### src/rtl/mem_dump_tx_pkg.sv
// Shared definitions for the memory dump transmitter and its loader-side peer.
//   FRAME_SYNC : first byte of every dump frame
//   HDR_LEN    : header bytes (sync, 3 address bytes, 2 length bytes)
//   state_e    : dump FSM state encoding
package mem_dump_tx_pkg;

  localparam logic [7:0] FRAME_SYNC = 8'hA5;
  localparam int         HDR_LEN    = 6;

  typedef enum logic [2:0] {
    S_IDLE,
    S_HDR,
    S_RD,
    S_WAIT,
    S_SEND,
    S_SUM,
    S_FLUSH
  } state_e;

endpackage

### src/rtl/uart_tx_byte.sv
// 8N1 UART byte transmitter, LSB first, idle high.
//   clk, reset : clock, async active-high reset
//   load       : accept data when ready=1
//   data[7:0]  : byte to send
//   ready      : idle, or in the final cycle of a stop bit (allows gapless bytes)
//   tx         : serial output
module uart_tx_byte #(
  parameter int CLKS_PER_BIT = 104
) (
  input  logic       clk,
  input  logic       reset,
  input  logic       load,
  input  logic [7:0] data,
  output logic       ready,
  output logic       tx
);

  localparam int              BW      = (CLKS_PER_BIT > 1) ? $clog2(CLKS_PER_BIT) : 1;
  localparam logic [BW-1:0]   BAUD_TC = BW'(CLKS_PER_BIT - 1);

  logic          active_q;
  logic [3:0]    bit_q;
  logic [BW-1:0] baud_q;
  logic [9:0]    sh_q;

  // Ones shift in from the top so the line rests high once the stop bit is out.
  assign tx    = sh_q[0];
  assign ready = !active_q || (bit_q == 4'd0 && baud_q == '0);

  always_ff @(posedge clk or posedge reset) begin
    if (reset) begin
      active_q <= 1'b0;
      bit_q    <= 4'd0;
      baud_q   <= '0;
      sh_q     <= '1;
    end else if (load && ready) begin
      sh_q     <= {1'b1, data, 1'b0};
      bit_q    <= 4'd9;
      baud_q   <= BAUD_TC;
      active_q <= 1'b1;
    end else if (active_q) begin
      if (baud_q != '0) begin
        baud_q <= baud_q - BW'(1);
      end else if (bit_q == 4'd0) begin
        active_q <= 1'b0;
      end else begin
        sh_q   <= {1'b1, sh_q[9:1]};
        bit_q  <= bit_q - 4'd1;
        baud_q <= BAUD_TC;
      end
    end
  end

endmodule

### src/rtl/mem_dump_tx.sv
// Reads a span of external memory and sends it to the host as one UART frame:
// A5, adr[7:0], adr[15:8], adr[20:16], len[7:0], len[15:8], data..., checksum.
//   clk, reset     : clock, async active-high reset
//   start          : request, accepted only while idle
//   start_adr, len : span captured on accepted start
//   cts            : host ready (async, synchronised here), gates each byte start
//   adr, read, din : external memory read port
//   tx             : UART output
//   busy, done     : frame in progress / 1-cycle end-of-frame pulse
//
// state   | meaning
// S_IDLE  | waiting for start
// S_HDR   | sending the 6 header bytes
// S_RD    | first read cycle
// S_WAIT  | remaining read cycles, din captured on the last one
// S_SEND  | hand data byte to shifter, advance address/count/checksum
// S_SUM   | hand checksum to shifter
// S_FLUSH | wait for checksum stop bit, then pulse done
module mem_dump_tx
  import mem_dump_tx_pkg::*;
#(
  parameter int CLKS_PER_BIT = 104,
  parameter int READ_WAIT    = 2
) (
  input  logic        clk,
  input  logic        reset,
  input  logic        start,
  input  logic [20:0] start_adr,
  input  logic [15:0] len,
  input  logic        cts,
  output logic [20:0] adr,
  output logic        read,
  input  logic [7:0]  din,
  output logic        tx,
  output logic        busy,
  output logic        done
);

  localparam int            WW      = (READ_WAIT > 1) ? $clog2(READ_WAIT) : 1;
  localparam logic [WW-1:0] WAIT_TC = WW'(READ_WAIT - 1);

  state_e        state_q, state_d;
  logic [20:0]   adr_q, adr_d;
  logic [15:0]   rem_q, rem_d;
  logic [7:0]    sum_q, sum_d;
  logic [7:0]    byte_q, byte_d;
  logic [2:0]    hcnt_q, hcnt_d;
  logic [WW-1:0] wcnt_q, wcnt_d;
  logic          done_q, done_d;
  logic          cts_meta_q, cts_s_q;

  logic          tx_ready, load, can_send;
  logic [7:0]    ld_data, hdr_byte;

  uart_tx_byte #(.CLKS_PER_BIT(CLKS_PER_BIT)) u_tx (
    .clk   (clk),
    .reset (reset),
    .load  (load),
    .data  (ld_data),
    .ready (tx_ready),
    .tx    (tx)
  );

  assign adr      = adr_q;
  assign busy     = (state_q != S_IDLE);
  assign done     = done_q;
  assign can_send = tx_ready && cts_s_q;

  // Header reads adr_q/rem_q directly; both stay at their captured values until data starts.
  always_comb begin
    hdr_byte = FRAME_SYNC;
    case (hcnt_q)
      3'd1:    hdr_byte = adr_q[7:0];
      3'd2:    hdr_byte = adr_q[15:8];
      3'd3:    hdr_byte = {3'b000, adr_q[20:16]};
      3'd4:    hdr_byte = rem_q[7:0];
      3'd5:    hdr_byte = rem_q[15:8];
      default: hdr_byte = FRAME_SYNC;
    endcase
  end

  always_comb begin
    state_d = state_q;
    adr_d   = adr_q;
    rem_d   = rem_q;
    sum_d   = sum_q;
    byte_d  = byte_q;
    hcnt_d  = hcnt_q;
    wcnt_d  = wcnt_q;
    done_d  = 1'b0;
    load    = 1'b0;
    ld_data = byte_q;
    read    = 1'b0;
    case (state_q)
      S_IDLE: begin
        if (start) begin
          adr_d   = start_adr;
          rem_d   = len;
          sum_d   = 8'h00;
          hcnt_d  = 3'd0;
          state_d = S_HDR;
        end
      end
      S_HDR: begin
        ld_data = hdr_byte;
        if (can_send) begin
          load = 1'b1;
          if (hcnt_q == 3'(HDR_LEN - 1)) begin
            wcnt_d  = WAIT_TC;
            state_d = (rem_q == 16'd0) ? S_SUM : S_RD;
          end else begin
            hcnt_d = hcnt_q + 3'd1;
          end
        end
      end
      S_RD, S_WAIT: begin
        read = 1'b1;
        if (wcnt_q == '0) begin
          byte_d  = din;
          state_d = S_SEND;
        end else begin
          wcnt_d  = wcnt_q - WW'(1);
          state_d = S_WAIT;
        end
      end
      S_SEND: begin
        ld_data = byte_q;
        if (can_send) begin
          load    = 1'b1;
          adr_d   = adr_q + 21'd1;
          rem_d   = rem_q - 16'd1;
          sum_d   = sum_q + byte_q;
          wcnt_d  = WAIT_TC;
          state_d = (rem_q == 16'd1) ? S_SUM : S_RD;
        end
      end
      S_SUM: begin
        ld_data = sum_q;
        if (can_send) begin
          load    = 1'b1;
          state_d = S_FLUSH;
        end
      end
      S_FLUSH: begin
        // ready rises in the last stop-bit cycle, so done lands on the first idle cycle.
        if (tx_ready) begin
          done_d  = 1'b1;
          state_d = S_IDLE;
        end
      end
      default: state_d = S_IDLE;
    endcase
  end

  always_ff @(posedge clk or posedge reset) begin
    if (reset) begin
      state_q    <= S_IDLE;
      adr_q      <= 21'd0;
      rem_q      <= 16'd0;
      sum_q      <= 8'h00;
      byte_q     <= 8'h00;
      hcnt_q     <= 3'd0;
      wcnt_q     <= '0;
      done_q     <= 1'b0;
      cts_meta_q <= 1'b0;
      cts_s_q    <= 1'b0;
    end else begin
      state_q    <= state_d;
      adr_q      <= adr_d;
      rem_q      <= rem_d;
      sum_q      <= sum_d;
      byte_q     <= byte_d;
      hcnt_q     <= hcnt_d;
      wcnt_q     <= wcnt_d;
      done_q     <= done_d;
      cts_meta_q <= cts;
      cts_s_q    <= cts_meta_q;
    end
  end

endmodule

### config.mk
export PLATFORM = sky130hd
export DESIGN_NAME = mem_dump_tx
export DESIGN_NICKNAME = d
export VERILOG_FILES = /design/src/rtl/mem_dump_tx_pkg.sv /design/src/rtl/uart_tx_byte.sv /design/src/rtl/mem_dump_tx.sv
export SDC_FILE = /design/constraint.sdc
export NUM_CORES = 1
export LEC_CHECK = 0
export ABC_AREA = 1
export CELL_PAD_IN_SITES_DETAIL_PLACEMENT = 0
export CELL_PAD_IN_SITES_GLOBAL_PLACEMENT = 2
export CORE_MARGIN = 3
export CORE_UTILIZATION = 31
export CTS_BUF_LIST = sky130_fd_sc_hd__clkbuf_16
export CTS_CLUSTER_DIAMETER = 200
export DETAILED_ROUTE_END_ITERATION = 10
export HOLD_SLACK_MARGIN = 0.03
export MAX_ROUTING_LAYER = met4
export PLACE_DENSITY = 0.89
export SLEW_MARGIN = 40
export SYNTH_ARGS = -nofsm -noshare
export SYNTH_HDL_FRONTEND = slang
export SYNTH_SLANG_ARGS = --single-unit
### constraint.sdc
create_clock -name clk -period 3.1 [get_ports clk]
set_input_delay 0.465 -clock clk [delete_from_list [all_inputs] [get_ports clk]]
set_output_delay 0.465 -clock clk [all_outputs]
set_load 0.01 [all_outputs]
==> flow_summary.ini, run 1 <==
[power]
swShare_pct = 45.9
comb_power_share_pct = 48.9
pwr-share-clk_pct = 17.0
power_switching_w = 0.00288
leakage_nw = 3.37
internal-power_w = 0.00340
peakVddDrop_mv = 0.336
p_per_area_nw_per_um2 = 894
seqPwrFrac_pct = 34.2

[clock_tree]
cts_resized = 0
clk_pin_slew_ns = 0.07
cts_setup_buffers = 0
clockBufferDepth = 2
htree_levels = 3
cts_buffers = 9
cts_tree = built
cts-root-buf = clkbuf_16
cts_sinks = 84
holdBufCountCts = 0
clk_latency_ns = 0.35

[die]
die_area_sq_um = 20400
core_sq_um = 18100
start_util_pct = 32.0
die_height_microns = 143
rows = 49
die_x_microns = 143
ioPinCount = 74

[timing]
slew_viol_final = 0
hold_viol = 0
tns_ns = 0
final.setup_skew_ns = 0.0116
final.setup.worst_slack_ns = 0.733
whs_ns = 0.358
fmax_mhz = 422
max_slew_margin_pct = 50.3
period_needed_ns = 2.37
final-setup-viol-count = 0
fin_crit_sh_pct = 76.4
rsz0062_at_grt = false
worst_pin_slew_ns = 0.745

[placement]
port_buffers = 73
dp_hpwl_mm = 12.4
place_ws_ns = 0.918
place_area_sq_um = 6750
gp_congestion = 0.813

[layout]
fin_area_sq_um = 7030
layout.nets = 999
utilization_pct = 38.7
area.growth.synth_to_final_pct = 21.2
diodes = 0
drive_above_1_share_pct = 5.67

[global_routing]
grt_pass1_wl_mm = 28.2
grt_pass1_vias = 5471
grt_remaining_overflow = 0
grt_max_degree = 85
antenna_found_initial = 0
grt_usage_pct = 17.9

[drt]
first_pass_iters = 4
num_vias = 5629
drt_iter0_markers = 372
wl_mm = 17.0
ant_nets = 0
detail_route.vias_per_cell = 4.84
wire_per_inst_microns = 14.6
drc = 0

[synthesis]
syn_area_sq_um = 5800
yosysWarnings = 0
seq_area_frac_synth_pct = 36.4
yosys.area.top_type = dfrtp_1
yosysMostFrequentCell = nand2_1
synth_common_cells = nand2_1 (314), inv_1 (89), nor2_1 (83)
ys.flop_type = dfrtp_1
synth_top_area_share_pct = 32.3
syn_nets = 932
syn_inst = 862
synth-async-reset-ratio_pct = 100
avgSynthCellArea_sq_um = 6.73
netlist-cell-type-count = 40
ys_seq_elements = 84
synth_edf_count = 0
synth.area.top_cells = dfrtp_1 (32%), nand2_1 (20%), nand3_1 (6.7%), inv_1 (5.8%), nor2_1 (5.4%)

[worst_setup_path]
cp_data_required_time_ns = 2.63
arrival_ns = 1.90
crit_path_end_kind = output port
criticalPathCategory = reg2out
path_max_fanout = 11
start_kind = register

[min_path]
hold_path_class = reg2reg

[run_status]
status = complete, no violations

[run]
drv_cap = 0
-- stage by stage --
| step | cells | power, W |
|---|---|---|
| 2_1_floorplan | 862 | 0.00418 |
| 3_3_place_gp | 1147 | 0.00525 |
| 3_5_place_dp | 1147 | 0.00526 |
| 4_1_cts | 1163 | 0.00636 |
| 5_1_grt | 1163 | 0.00691 |
| 6_report | 1163 | 0.00629 |
-- cell usage in the layout, fill, tap and decap left out, types with 4 or more instances in the layout --
cell	instances
clkdlybuf4s50_1	73
dfrtp_1	75
nor2_2	4
nor3_1	13
nand3_1	78
a21oi_1	18
nand2_1	314
nand2_2	4
or2_2	4
clkbuf_16	9
o22ai_1	14
ha_1	20
o21ai_0	54
dfstp_2	9
inv_1	91
xor2_1	7
inv_2	5
xnor2_1	8
buf_4	4
nand4_1	10
nor2_1	83
-- sequential cells by signal (all words and copies together), names as in the netlist --
register and flops:
cts_meta_q 1, hcnt_q 3, adr 21, rem_q 16, cts_s_q 1, wcnt_q 1
u_tx.bit_q 4, sum_q 8, state_q 3, u_tx.sh_q 9, u_tx.baud_q 7, done 1
byte_q 8, u_tx.active_q 1
-- cell families (layout without fill, tap and decap cells) --
family                     count (synthesis)  after routing  share of synthesized area [%]
and+or+nand+nor                          519            519                           37.7
buffers and inverters                    117            189                           8.45
AOI/OAI and AO/OA                        103            103                           9.92
DFF                                       84             84                           36.4
adders and majority gates                 21             21                           4.66
xor gates and xnor gates                  15             15                           2.26
muxes                                      3              3                          0.582
-- critical path: stages (launching register included) --
cell             delay, ns
dfrtp_1               0.65
inv_2                 0.16
nand2_2               0.16
clkdlybuf4s50_1       0.57
-- final timing paths --
path | slack (ns) | endpoint | cells after the start | startpoint
hold / removal | 0.36 | cts_s_q$_DFF_PP0_ | 0 | cts_meta_q$_DFF_PP0_
setup reg to reg | 0.94 | rem_q[4]$_DFFE_PP0P_ | 11 | u_tx.baud_q[0]$_DFFE_PP0P_
setup / recovery | 0.73 | busy | 3 | state_q[2]$_DFFE_PP0P_
min in group asynchronous | 0.54 | adr[5]$_DFFE_PP0P_ | 3 | reset
hold reg to reg | 0.36 | cts_s_q$_DFF_PP0_ | 0 | cts_meta_q$_DFF_PP0_
max in group asynchronous | 2.18 | u_tx.sh_q[8]$_DFFE_PP1P_ | 3 | reset
-- power by group through the flow --
stage / sequential [W] / clock [W] / combinational [W]
6_report: 0.00215 / 0.00107 / 0.00307
5_1_grt: 0.00222 / 0.00114 / 0.00356
4_1_cts: 0.00214 / 0.00110 / 0.00312
3_5_place_dp: 0.00216 / 0 / 0.00310
3_3_place_gp: 0.00216 / 0 / 0.00309
2_1_floorplan: 0.00203 / 0 / 0.00215
-- metal layers --
layer	track usage (%)	up-vias	wire, microns
li1	-	2889	-
met1	24.7	2643	8810
met2	27.4	90	7580
met3	3.68	7	512
met4	3.30	0	129
met5	-	-	0
-- area by class of cell --
type / count / area [sq um]
Timing Repair Buffer: 79 / 801
Clock buffer: 9 / 225
Clock inverter: 7 / 52.6
Inverter: 94 / 354
Sequential cell: 84 / 2110
Tap cell: 229 / 287
Multi-Input combinational cell: 661 / 3200
Fill cell: 1971 / 11100
Note: power is estimated with default switching activity, not from simulation.
==> inputs of run 2 (changes only) <==
==> constraint.sdc (replaced) <==
create_clock -name clk -period 2.42 [get_ports clk]
set_input_delay 0.363 -clock clk [delete_from_list [all_inputs] [get_ports clk]]
set_output_delay 0.363 -clock clk [all_outputs]
set_load 0.01 [all_outputs]
==> flow_summary.ini, run 2 (synthesis gave the netlist of run 1 again) <==
[run_status]
status = complete, no violations

[power]
pwr-share-clk_pct = 17.0
leakage_nw = 3.39
peakVddDrop_mv = 0.460
power_switching_w = 0.00376
p_per_area_nw_per_um2 = 1150
seqPwrFrac_pct = 33.5
swShare_pct = 46.0
comb_power_share_pct = 49.5
internal-power_w = 0.00442

[clock_tree]
cts_resized = 0
clk_pin_slew_ns = 0.07
holdBufCountCts = 0
cts_sinks = 84
cts_buffers = 9
cts_tree = built
clockBufferDepth = 2
cts_setup_buffers = 0
clk_latency_ns = 0.35
htree_levels = 3
cts-root-buf = clkbuf_16

[layout]
regArea_sq_um = 2110
mostFrequentLayoutCells = nand2_1 (314), inv_1 (89), nor2_1 (83)
fill_cells = 1962
final_common_cell = nand2_1
area.growth.synth_to_final_pct = 22.1
instances_no_fill = 1168
largest_register_ff_count = 21
drive_above_1_share_pct = 6.60
layout.nets = 1005
diodes = 0
multi_input_area_sq_um = 3200

[timing]
hold_viol = 0
worst_pin_slew_ns = 0.523
slew_viol_final = 0
max_slew_margin_pct = 64.7
tns_ns = 0
period_needed_ns = 2.23
fmax_mhz = 448
rsz0062_at_grt = false
final-setup-viol-count = 0
fin_crit_sh_pct = 92.2
final.setup_skew_ns = 0.00703

[global_routing]
grt_max_degree = 85
grt_pass1_vias = 5471
grt_pass1_wl_mm = 28.4
grt_remaining_overflow = 0
antenna_found_initial = 0
grt_usage_pct = 18.1

[die]
die_x_microns = 143
die_height_microns = 143
start_util_pct = 32.0
ioPinCount = 74
die_area_sq_um = 20400
core_sq_um = 18100
rows = 49

[min_path]
hold_path_depth = 0
hold_end = cts_s_q$_DFF_PP0_
hold_start = cts_meta_q$_DFF_PP0_
hold_path_class = reg2reg

[worst_setup_path]
crit_path_cell_trace = inv_1 -> nor2_1 -> clkdlybuf4s50_1
crit_path_end_kind = output port
reg2reg_depth = 12
crit_family = buffers and inverters
arrival_ns = 1.87
cp_data_required_time_ns = 2.06
worstReg2RegEnd = adr[8]$_DFFE_PP0P_
crit_buf_inv = 2
path_max_fanout = 5
rrSetupSlack_ns = 0.30
start_kind = register
slowest_stage = clkdlybuf4s50_1
critical_path_depth = 3
criticalPathCategory = reg2out
slowest_delay_ns = 0.62
reg2reg_from = u_tx.baud_q[0]$_DFFE_PP0P_

[drt]
drc = 0
wl_mm = 17.3
wire_per_inst_microns = 14.8
drt_iter0_markers = 308
ant_nets = 0
num_vias = 5590
first_pass_iters = 5
detail_route.vias_per_cell = 4.79

[placement]
dp.cells = 1153
port_buffers = 73
gp_congestion = 0.834
dp_hpwl_mm = 12.7

[run]
drv_cap = 0
[run 2: metrics by stage]
step | utilization (%) | area, sq um | total power, W | hold WS [ns] | setup slack [ns]
finish | 39.0 | 7080 | 0.00817 | 0.394 | 0.189
global route | 39.0 | 7080 | 0.00895 | 0.402 | 0.0750
CTS | 39.0 | 7080 | 0.00826 | 0.403 | 0.176
detailed placement | 37.5 | 6800 | 0.00683 | 0.378 | 0.292
global placement | 37.5 | 6800 | 0.00679 | 0.393 | 0.325
floorplan | - | 5810 | 0.00536 | 0.331 | 0.713
[run 2: power groups by stage]
stage          clock network, W  registers (W)  logic, W
6_report                0.00139        0.00274   0.00404
5_1_grt                 0.00148        0.00284   0.00463
4_1_cts                 0.00143        0.00274   0.00409
3_5_place_dp                  0        0.00276   0.00407
3_3_place_gp                  0        0.00275   0.00405
2_1_floorplan                 0        0.00260   0.00276
[run 2: routing by layer]
layer | routed length, microns | global-route usage (%) | part of all wire (%) | up-vias
met5 | 0 | - | 0 | -
met4 | 161 | 5.45 | 0.93 | 0
met3 | 571 | 2.44 | 3.3 | 9
met2 | 7790 | 27.1 | 45 | 92
met1 | 8760 | 25.4 | 51 | 2589
li1 | - | - | - | 2900
[run 2: how the worst max path moves through the flow]
stage	start	end	slack, ns
final	state_q[1]$_DFFE_PP0P_	read	0.19
after detailed placement	u_tx.baud_q[0]$_DFFE_PP0P_	adr[8]$_DFFE_PP0P_	0.29
after global routing	u_tx.baud_q[0]$_DFFE_PP0P_	adr[8]$_DFFE_PP0P_	0.07
after CTS	state_q[1]$_DFFE_PP0P_	read	0.18
after floorplan	u_tx.baud_q[0]$_DFFE_PP0P_	state_q[2]$_DFFE_PP0P_	0.71
after global placement	u_tx.baud_q[0]$_DFFE_PP0P_	adr[8]$_DFFE_PP0P_	0.32
[run 2: area by class of cell]
type                            instances  area share, %
Timing Repair Buffer                   85           11.9
Clock buffer                            9           3.18
Sequential cell                        84           29.8
Multi-Input combinational cell        661           45.2
Inverter                               94           5.03
Tap cell                              229           4.05
Clock inverter                          6          0.813
[run 2: worst register-to-register path, stage by stage, from the launching register on]
cell and delay (ns):
dfrtp_1 0.37, inv_1 0.13, ha_1 0.16, inv_1 0.04, nor2_1 0.10, nand3_2 0.11
nand2_2 0.11, nand3_4 0.13, nand2_1 0.11, nand2_2 0.31, buf_4 0.30, nor2_1 0.09
a21oi_1 0.05
